[config.mk]
export PLATFORM = sky130hd
export DESIGN_NAME = midi_poly_player
export DESIGN_NICKNAME = d
export VERILOG_FILES = /design/src/rtl/midi_poly_player.sv
export SDC_FILE = /design/constraint.sdc
export NUM_CORES = 1
export LEC_CHECK = 0
export BUFFER_PORTS_ARGS = -buffer_cell sky130_fd_sc_hd__buf_4
export CAP_MARGIN = 40
export CELL_PAD_IN_SITES_DETAIL_PLACEMENT = 1
export CELL_PAD_IN_SITES_GLOBAL_PLACEMENT = 1
export CORE_ASPECT_RATIO = 1.5
export CORE_MARGIN = 8
export CORE_UTILIZATION = 50
export CTS_CLUSTER_DIAMETER = 120
export DETAILED_ROUTE_END_ITERATION = 12
export GPL_TIMING_DRIVEN = 0
export PLACE_DENSITY = 0.93
export SLEW_MARGIN = 20
export SYNTH_ARGS = -nofsm -noshare
export SYNTH_HDL_FRONTEND = slang
export SYNTH_SLANG_ARGS = --single-unit
export TNS_END_PERCENT = 5
[constraint.sdc]
create_clock -name clk -period 11.8 [get_ports clk]
set_input_delay 1.18 -clock clk [delete_from_list [all_inputs] [get_ports clk]]
set_output_delay 1.18 -clock clk [all_outputs]
set_load 0.005 [all_outputs]
[src/rtl/midi_poly_player.sv]
// Polyphonic MIDI note player: parses note-on/off with running status, allocates notes
// across phase-accumulator voices (with round-robin stealing) and mixes them into one sample stream.
module midi_poly_player #(
  parameter int NUM_VOICES       = 4,
  parameter int OUTPUT_BITS      = 16,
  parameter int ACCUMULATOR_BITS = 24,
  parameter int FREQ_SHIFT       = 2,
  parameter int SAMPLE_DIV       = 1,
  parameter int MIDI_CHANNEL     = 16
) (
  input  logic                   clk,
  input  logic                   rst_n,
  input  logic [7:0]             midi_data,
  input  logic                   midi_valid,
  input  logic [1:0]             wave_sel,
  output logic [OUTPUT_BITS-1:0] sound_data,
  output logic                   sound_valid,
  output logic [NUM_VOICES-1:0]  voices_active
);

  localparam int VW = $clog2(NUM_VOICES);
  localparam int DW = (SAMPLE_DIV > 1) ? $clog2(SAMPLE_DIV) : 1;
  localparam int MW = OUTPUT_BITS + VW;
  localparam logic             OMNI = (MIDI_CHANNEL > 15);
  localparam logic [3:0]       CHAN = 4'(MIDI_CHANNEL % 16);
  localparam logic [DW-1:0]    DIV_LAST = DW'(SAMPLE_DIV - 1);
  localparam logic [OUTPUT_BITS-1:0] MID = {1'b1, {(OUTPUT_BITS-1){1'b0}}};

  typedef enum logic [1:0] {IDLE, NOTE, VEL, SKIP} state_t;

  // Tone frequency in Hz: the top octave (notes 120..131) rounded from A=440 Hz,
  // halved once per octave below it.
  function automatic logic [13:0] midi_note_to_tone_freq(input logic [6:0] note);
    logic [13:0] top;
    logic [3:0]  oct;
    logic [3:0]  semi;
    oct  = 4'(note / 7'd12);
    semi = 4'(note % 7'd12);
    case (semi)
      4'd0:    top = 14'd8372;
      4'd1:    top = 14'd8870;
      4'd2:    top = 14'd9397;
      4'd3:    top = 14'd9956;
      4'd4:    top = 14'd10548;
      4'd5:    top = 14'd11175;
      4'd6:    top = 14'd11840;
      4'd7:    top = 14'd12544;
      4'd8:    top = 14'd13290;
      4'd9:    top = 14'd14080;
      4'd10:   top = 14'd14917;
      default: top = 14'd15804;
    endcase
    return top >> (4'd10 - oct);
  endfunction

  // ---------------- parser ----------------
  state_t     state, state_next;
  logic       is_on;
  logic [6:0] note_r;
  logic       type_load, note_load, fire;
  logic       ev_valid, ev_on;
  logic [6:0] ev_note;

  always_comb begin
    // NOTE: every combinational output gets a default first so no path leaves it unassigned (no latches).
    state_next = state;
    type_load  = 1'b0;
    note_load  = 1'b0;
    fire       = 1'b0;
    if (midi_valid && (midi_data < 8'hF8)) begin
      if (midi_data[7]) begin
        if ((midi_data[7:5] == 3'b100) && (OMNI || (midi_data[3:0] == CHAN))) begin
          type_load  = 1'b1;
          state_next = NOTE;
        end else begin
          state_next = SKIP;
        end
      end else begin
        case (state)
          NOTE: begin
            note_load  = 1'b1;
            state_next = VEL;
          end
          VEL: begin
            fire       = 1'b1;
            state_next = NOTE;
          end
          default: ;
        endcase
      end
    end
  end

  always_ff @(posedge clk or negedge rst_n) begin
    // NOTE: state registers use non-blocking assignments so every flop samples pre-edge values.
    if (!rst_n) begin
      state    <= IDLE;
      is_on    <= 1'b0;
      note_r   <= '0;
      ev_valid <= 1'b0;
      ev_on    <= 1'b0;
      ev_note  <= '0;
    end else begin
      state    <= state_next;
      ev_valid <= fire;
      if (type_load) is_on  <= midi_data[4];
      if (note_load) note_r <= midi_data[6:0];
      if (fire) begin
        ev_on   <= is_on && (midi_data[6:0] != 7'd0);
        ev_note <= note_r;
      end
    end
  end

  // ---------------- voice allocation ----------------
  logic [ACCUMULATOR_BITS-1:0] acc_q  [NUM_VOICES];
  logic [ACCUMULATOR_BITS-1:0] inc_q  [NUM_VOICES];
  logic [6:0]                  note_q [NUM_VOICES];
  logic [NUM_VOICES-1:0]       active;
  logic [VW-1:0]               steal_ptr;

  logic [NUM_VOICES-1:0]       hit;
  logic                        hit_any, free_any;
  logic [VW-1:0]               hit_idx, free_idx, target;
  logic [ACCUMULATOR_BITS-1:0] ev_inc;
  logic                        tick;

  always_comb begin
    hit      = '0;
    hit_idx  = '0;
    free_idx = '0;
    for (int i = 0; i < NUM_VOICES; i++)
      hit[i] = active[i] && (note_q[i] == ev_note);
    for (int i = NUM_VOICES - 1; i >= 0; i--) begin
      if (hit[i])     hit_idx  = VW'(i);
      if (!active[i]) free_idx = VW'(i);
    end
    hit_any  = |hit;
    free_any = ~&active;
    target   = hit_any ? hit_idx : (free_any ? free_idx : steal_ptr);
    ev_inc   = ACCUMULATOR_BITS'(midi_note_to_tone_freq(ev_note)) << FREQ_SHIFT;
  end

  always_ff @(posedge clk or negedge rst_n) begin
    // NOTE: the voice table is a handful of flops, not a RAM, so it is reset with everything else.
    if (!rst_n) begin
      for (int i = 0; i < NUM_VOICES; i++) begin
        acc_q[i]  <= '0;
        inc_q[i]  <= '0;
        note_q[i] <= '0;
      end
      active    <= '0;
      steal_ptr <= '0;
    end else begin
      if (tick) begin
        for (int i = 0; i < NUM_VOICES; i++)
          if (active[i]) acc_q[i] <= acc_q[i] + inc_q[i];
      end
      // Placed after the tick update so a note-on clears the accumulator instead of advancing it.
      if (ev_valid) begin
        if (ev_on) begin
          active[target] <= 1'b1;
          note_q[target] <= ev_note;
          inc_q[target]  <= ev_inc;
          acc_q[target]  <= '0;
          if (!hit_any && !free_any) steal_ptr <= steal_ptr + 1'b1;
        end else if (hit_any) begin
          active[hit_idx] <= 1'b0;
        end
      end
    end
  end

  assign voices_active = active;

  // ---------------- waveform and mix ----------------
  logic [OUTPUT_BITS-1:0] mixed;

  always_comb begin : mix
    logic [MW-1:0]          sum;
    logic [OUTPUT_BITS-1:0] p;
    logic [OUTPUT_BITS-1:0] v;
    sum = '0;
    p   = '0;
    v   = '0;
    for (int i = 0; i < NUM_VOICES; i++) begin
      p = acc_q[i][ACCUMULATOR_BITS-1 -: OUTPUT_BITS];
      if (!active[i]) begin
        v = MID;
      end else begin
        case (wave_sel)
          2'd0:    v = p;
          2'd1:    v = p[OUTPUT_BITS-1] ? ~(p << 1) : (p << 1);
          2'd2:    v = p[OUTPUT_BITS-1] ? '1 : '0;
          default: v = MID;
        endcase
      end
      sum = sum + MW'(v);
    end
    mixed = OUTPUT_BITS'(sum >> VW);
  end

  // ---------------- sample divider and output ----------------
  logic [DW-1:0] div_q;

  assign tick = (div_q == DIV_LAST);

  always_ff @(posedge clk or negedge rst_n) begin
    if (!rst_n) begin
      div_q       <= '0;
      sound_data  <= MID;
      sound_valid <= 1'b0;
    end else begin
      div_q       <= tick ? '0 : div_q + 1'b1;
      sound_valid <= tick;
      if (tick) sound_data <= mixed;
    end
  end

endmodule

Word level (Yosys, flattened, before mapping)
Memories as Yosys holds them, arrays and structs flattened.
Index checks and enable logic that the tools add are counted.
{"block": "word_totals", "out_inout_bits": 21, "reg_bits": 263, "inputBits": 13, "memories": 1, "rom_bits": 208, "latch_bits": 0, "ramBits": 0, "elab_cells": 143}
{"block": "op_classes", "add_sub_neg": 10, "n_shift": 1, "div": 2, "multipliers": 0, "magnitude_cmp": 7, "n_mux": 58, "n_reduce_logical": 21, "bitwise": 11, "eq_ne": 9}
{"name": "(name not given)", "depth": 16, "width": 13, "read_ports": 1, "rd_ports_with_merged_regs": 0, "wr": 0, "line": "39", "text": "case (semi)"}
{"op": "two-way mux 96 bit", "count": 3}
{"op": "two-way mux 16 bit", "count": 12}
{"op": "case mux 16 bit (3 select lines)", "count": 4}
{"op": "two-way mux 24 bit", "count": 5}
{"op": "adder 24 bit", "count": 4}
{"op": "bitwise AND 96 bit", "count": 1}
{"op": "bitwise mux 96 bit", "count": 1}
{"op": "NOT 96 bit", "count": 1}
{"op": "NOT 16 bit", "count": 4}
{"op": "demux 24 bit (select 2 bit)", "count": 1}
{"op": "bitwise mux 28 bit", "count": 1}
{"op": "== test 7 bit", "count": 4}
{"op": "two-way mux 2 bit", "count": 12}
{"op": "adder 17 x 16 -> 18 bit", "count": 1}
{"op": "adder 18 x 16 -> 18 bit", "count": 1}
{"op": "adder 16 x 16 -> 17 bit", "count": 1}
{"op": "demux 7 bit (select 2 bit)", "count": 1}
{"op": "right shift 14 x 4 -> 14 bit", "count": 1}
{"op": "two-way mux 1 bit", "count": 12}
{"op": "logical AND 1 bit", "count": 10}
{"op": "less-than comparator 8 bit, second input constant", "count": 1}
{"op": "two-way mux 4 bit", "count": 2}
{"op": "divider 7 x 4 -> 7 bit, second input constant", "count": 1}
{"op": "remainder unit 7 x 4 -> 7 bit, second input constant", "count": 1}
{"op": "27 further kinds", "count": 34}

Depth between registers and ports, before layout
{"block": "depth", "ltp_word": 16, "depth_mapped": 19, "depth_no_buf": 17}

Worst setup path before layout
Ideal clock, no wire load.
{"block": "synth_path", "path_type": "in2reg", "start": "input wave_sel[1]", "end": "register sound_data[15]", "path_slack_ns": 6.483, "cell_stages": 17, "t_required_ns": 11.702, "arrival_time_ns": 5.219, "path_buffers": 2, "setup_time_ns": 0.098, "path_cell_list": "clkbuf_1 -> nor2b_1 -> and2_1 -> clkbuf_1 -> o21ai_0 -> fa_1 -> inv_1 -> fa_1 -> ha_1 -> nor2b_1 -> o21ai_0 -> a21boi_0 -> o21ai_0 -> a21oi_1 -> a221o_1 -> o41ai_1 -> o21ai_0"}
{"block": "synth_via", "elab_chain_len": 6, "word_cells_on_any_way": 14, "classes_between": "add/sub: 3; eq/ne: 2; mux: 8; reduce/logical: 1"}
{"element": "start: declaration", "line": "15", "text": "input logic [1:0] wave_sel,"}
{"element": "== test 2 bit (tied with other cells)", "line": "191", "text": "case (wave_sel)"}
{"element": "case mux 16 bit (3 select lines)", "line": "191"}
{"element": "two-way mux 16 bit", "line": "188", "text": "if (!active[i]) begin"}
{"element": "adder 16 x 16 -> 17 bit", "line": "198", "text": "sum = sum + MW'(v);"}
{"element": "adder 17 x 16 -> 18 bit", "line": "198"}
{"element": "adder 18 x 16 -> 18 bit (*)", "line": "198"}
{"element": "net mix.sum[17]", "line": "180", "text": "logic [MW-1:0] sum;"}
{"element": "end signal: assignment", "line": "216", "text": "if (tick) sound_data <= mixed;"}
{"element": "end: declaration", "line": "16", "text": "output logic [OUTPUT_BITS-1:0] sound_data,"}
Mark *: on every way through the listed nets, which the timed path passes. The rest lies on a longest branch.
A chain may end at the register's enable or synchronous reset.

Worst setup path in the final report
{"block": "layout_path", "start": "input wave_sel[1]", "end": "register sound_data[13]"}
The elaborated chain is that of the path after synthesis.

==> impl_metrics.toml <==
[synth]
syn_area_per_cell_um2 = 8.86
synth-seq-cells = 214
synth_most_common_cell = "dfrtp_1"
synth_fp_nets = 1896
async_reset_ff_share_pct = 100
synth_common_cells = "dfrtp_1 (213), nor2_1 (206), nand2_1 (165)"
ys_warn_count = 0
synth_area_leader_cell = "dfrtp_1"
synth.distinct_cells = 92
syn_inst = 1770
synthesis.area_mm2 = 0.0157
synth-edff-count = 0
yosysTopAreaCellShare_pct = 34.0
synthFlopType = "dfrtp_1"
synth_area_leaders = "dfrtp_1 (34%), xnor2_1 (7.4%), ha_1 (6.1%)"
yosysSeqAreaShare_pct = 34.2

[finish]
layout.nets = 1969
n_fill_cell = 3543
final_util_pct = 56.4
seq_area_mm2 = 0.00536
multi_input_area_mm2 = 0.00962
drive_gt1_share_pct = 8.54
area_delta_synth_final_pct = 11.3
antenna_cells = 0

[worst_setup_path]
cp-start-kind = "input pin"
timing.rr.end = "sound_data[13]$_DFF_PN0_"
ff2ff_setup_slack_ns = 5.79
cp.depth = 18
crit_chain = "buf_4, clkbuf_1, nor2b_1, and2_1, clkbuf_1, o21ai_0, fa_1, inv_1, fa_1, ha_1, nor2b_1, o21ai_0, a21boi_0, o21ai_0, a21oi_1, a221o_1, o41ai_1, xnor2_1"
cp.required_ns = 12.21
critPathSlowestCell = "fa_1"
r2r_cells = 16
cp_common_cell = "o21ai_0"
crit_path_max_incr_delay_ns = 0.62
cp_top_family = "compound AO/OA/AOI/OAI gates"
critPathBufInv = 4
crit_start = "wave_sel[1]"
path_class = "input pin to register"
cp.arrival_ns = 6.88
cp-end-kind = "register"
endpoint = "sound_data[13]$_DFF_PN0_"
cp_max_fo = 10
r2r-start = "voices_active[0]$_DFFE_PN0P_"

[timing]
hold_viol_final = 0
slew_headroom_pct = 37.8
final.setup_skew_ns = 0.0427
slew_violations = 0
setup_violations = 0
fmax_mhz = 155
tightest_slew_ns = 0.934
fin_crit_sh_pct = 54.8
period_minus_slack_ns = 6.47
rsz0062_at_grt = "false"
tns_ns = 0

[route]
drtIter0Drc = 933
firstDrtPassIters = 5
vias_per_cell = 6.53
num_vias = 14800
wl_per_cell_um = 26.7
antenna_left = 0
totalWireLength_mm = 60.4
drc = 0

[clocking]
cts_resized = 0
cts_tree = "yes"
cts.clk_slew.worst_paths_ns = 0.06
cts_root_buffer = "clkbuf_16"
cts_buffers = 24
cts_hold_buffers = 0
htree_levels = 1
cts_buffer_depth = 3
cts_sinks = 214
post_cts_buffers = 0
clock_latency_ns = 0.59

[global_route]
grt_usage_pct = 32.4
antenna_found_initial = 1
grt_max_degree = 97
grt_overflow = 0
grt_pass1_vias = 16500
grt_pass1_wl_mm = 94.4

[power_and_ir_drop]
cellPowerDensity_mw_per_mm2 = 299
irDropWorstVdd_mv = 0.279
power.leakage_nw = 7.79

[die]
row_count = 79
ios = 34
fp.dieH_um = 233
die_w_um = 161
core_area_mm2 = 0.0309
start_util_pct = 50.7
fp.dieArea_mm2 = 0.0374

[job]
maxCapViolations = 0

[outcome]
status = "finished, final reports clean"

[hold_path]
hp-class = "input pin to asynchronous set/reset pin"

[placement]
gp_congestion = 0.966
port_buffers = 32
dpl.hpwl_mm = 42.2
==> power by group <==
group / switching, mW / internal [mW]
registers: 0.214 / 0.946
logic: 2.08 / 1.11
clock network: 0.363 / 0.498
total: 2.66 / 2.56
==> per-layer routing <==
layer | track usage (%) | wire [µm] | part of all wire, % | vias to the layer above
met5 | 0 | 14 | 0.023 | -
met3 | 6.63 | 3270 | 5.4 | 344
li1 | - | - | - | 6402
met2 | 58.2 | 30900 | 51 | 610
met1 | 31.2 | 20400 | 34 | 7448
met4 | 28.1 | 5870 | 9.7 | 2
==> registers in the layout (all words and copies together), names as in the netlist, 4 cells and up <==
register / flops
inc_q: 56
note_q: 28
sound_data: 16
ev_note: 7
note_r: 7
acc_q: 88
voices_active: 4
==> worst register-to-register path, cell delays in order (launching register included) <==
cell and delay [ns]:
dfrtp_1 0.41, clkbuf_1 0.60, clkbuf_1 0.49, buf_1 0.39, o21ai_0 0.36, fa_1 0.62
inv_1 0.06, fa_1 0.49, ha_1 0.37, nor2b_1 0.15, o21ai_0 0.23, a21boi_0 0.17
o21ai_0 0.27, a21oi_1 0.17, a221o_1 0.37, o41ai_1 0.52, xnor2_1 0.15
==> how the worst min path moves through the flow <==
stage                                         to  slack [ns]                   from  cells past startpoint
after floorplan           ev_note[0]$_DFFE_PN0P_        0.45  note_r[0]$_DFFE_PN0P_                      2
after global placement    ev_note[4]$_DFFE_PN0P_        0.46  note_r[4]$_DFFE_PN0P_                      2
after detailed placement   inc_q[60]$_DFFE_PN0P_        0.48  inc_q[60]$_DFFE_PN0P_                      2
after CTS                    acc_q[45]$_DFF_PN0_        0.45                  rst_n                      1
after global routing         acc_q[39]$_DFF_PN0_        0.45                  rst_n                      1
final                        acc_q[43]$_DFF_PN0_        0.44                  rst_n                      1
==> cells in the final DEF, fill, tap and decap left out, drive strengths merged, types with 36 or more instances in the layout <==
cell type    n
inv         69
clkbuf     114
xnor2      132
mux2i       49
a211oi      82
buf         66
nor2       206
ha          77
fa          36
o21ai      173
dfrtp      213
nand2      166
a21oi       79
==> metrics by stage <==
stage | hold WS, ns | total power [mW] | std cells | worst slack (ns) | cell area (µm²)
2_1_floorplan | 0.446 | 3.05 | 1770 | 6.48 | 15700
3_3_place_gp | 0.458 | 3.89 | 2207 | 4.98 | 16400
4_1_cts | 0.449 | 5.02 | 2260 | 5.42 | 17400
3_5_place_dp | 0.480 | 4.07 | 2216 | 4.88 | 16500
5_1_grt | 0.452 | 5.45 | 2266 | 4.92 | 17500
6_report | 0.438 | 5.21 | 2266 | 5.33 | 17500
==> final cells by class <==
type	instances	share of cell area [%]
clock buffers	31	3.88
well taps	405	2.90
flip-flops and latches	214	30.7
clock inverters	13	1.18
plain buffers	103	2.57
inverters	70	1.51
repair buffers	47	2.17
multi-input cells	1383	55.1
==> cells by family (layout without fill, tap and decap cells) <==
| family | Yosys count | after routing | synth area share, % |
|---|---|---|---|
| XOR/XNOR | 160 | 160 | 8.94 |
| AND/OR/NAND/NOR | 540 | 540 | 15.7 |
| buffers and inverters | 173 | 264 | 4.54 |
| other | 1 | 1 | 0.0239 |
| multiplexers | 72 | 72 | 4.95 |
| adder cells (fa/ha/maj) | 113 | 113 | 10.7 |
| flip-flops | 214 | 214 | 34.2 |
| AO/OA/AOI/OAI | 497 | 497 | 20.9 |
No activity file was read; power rests on OpenSTA's default activity.
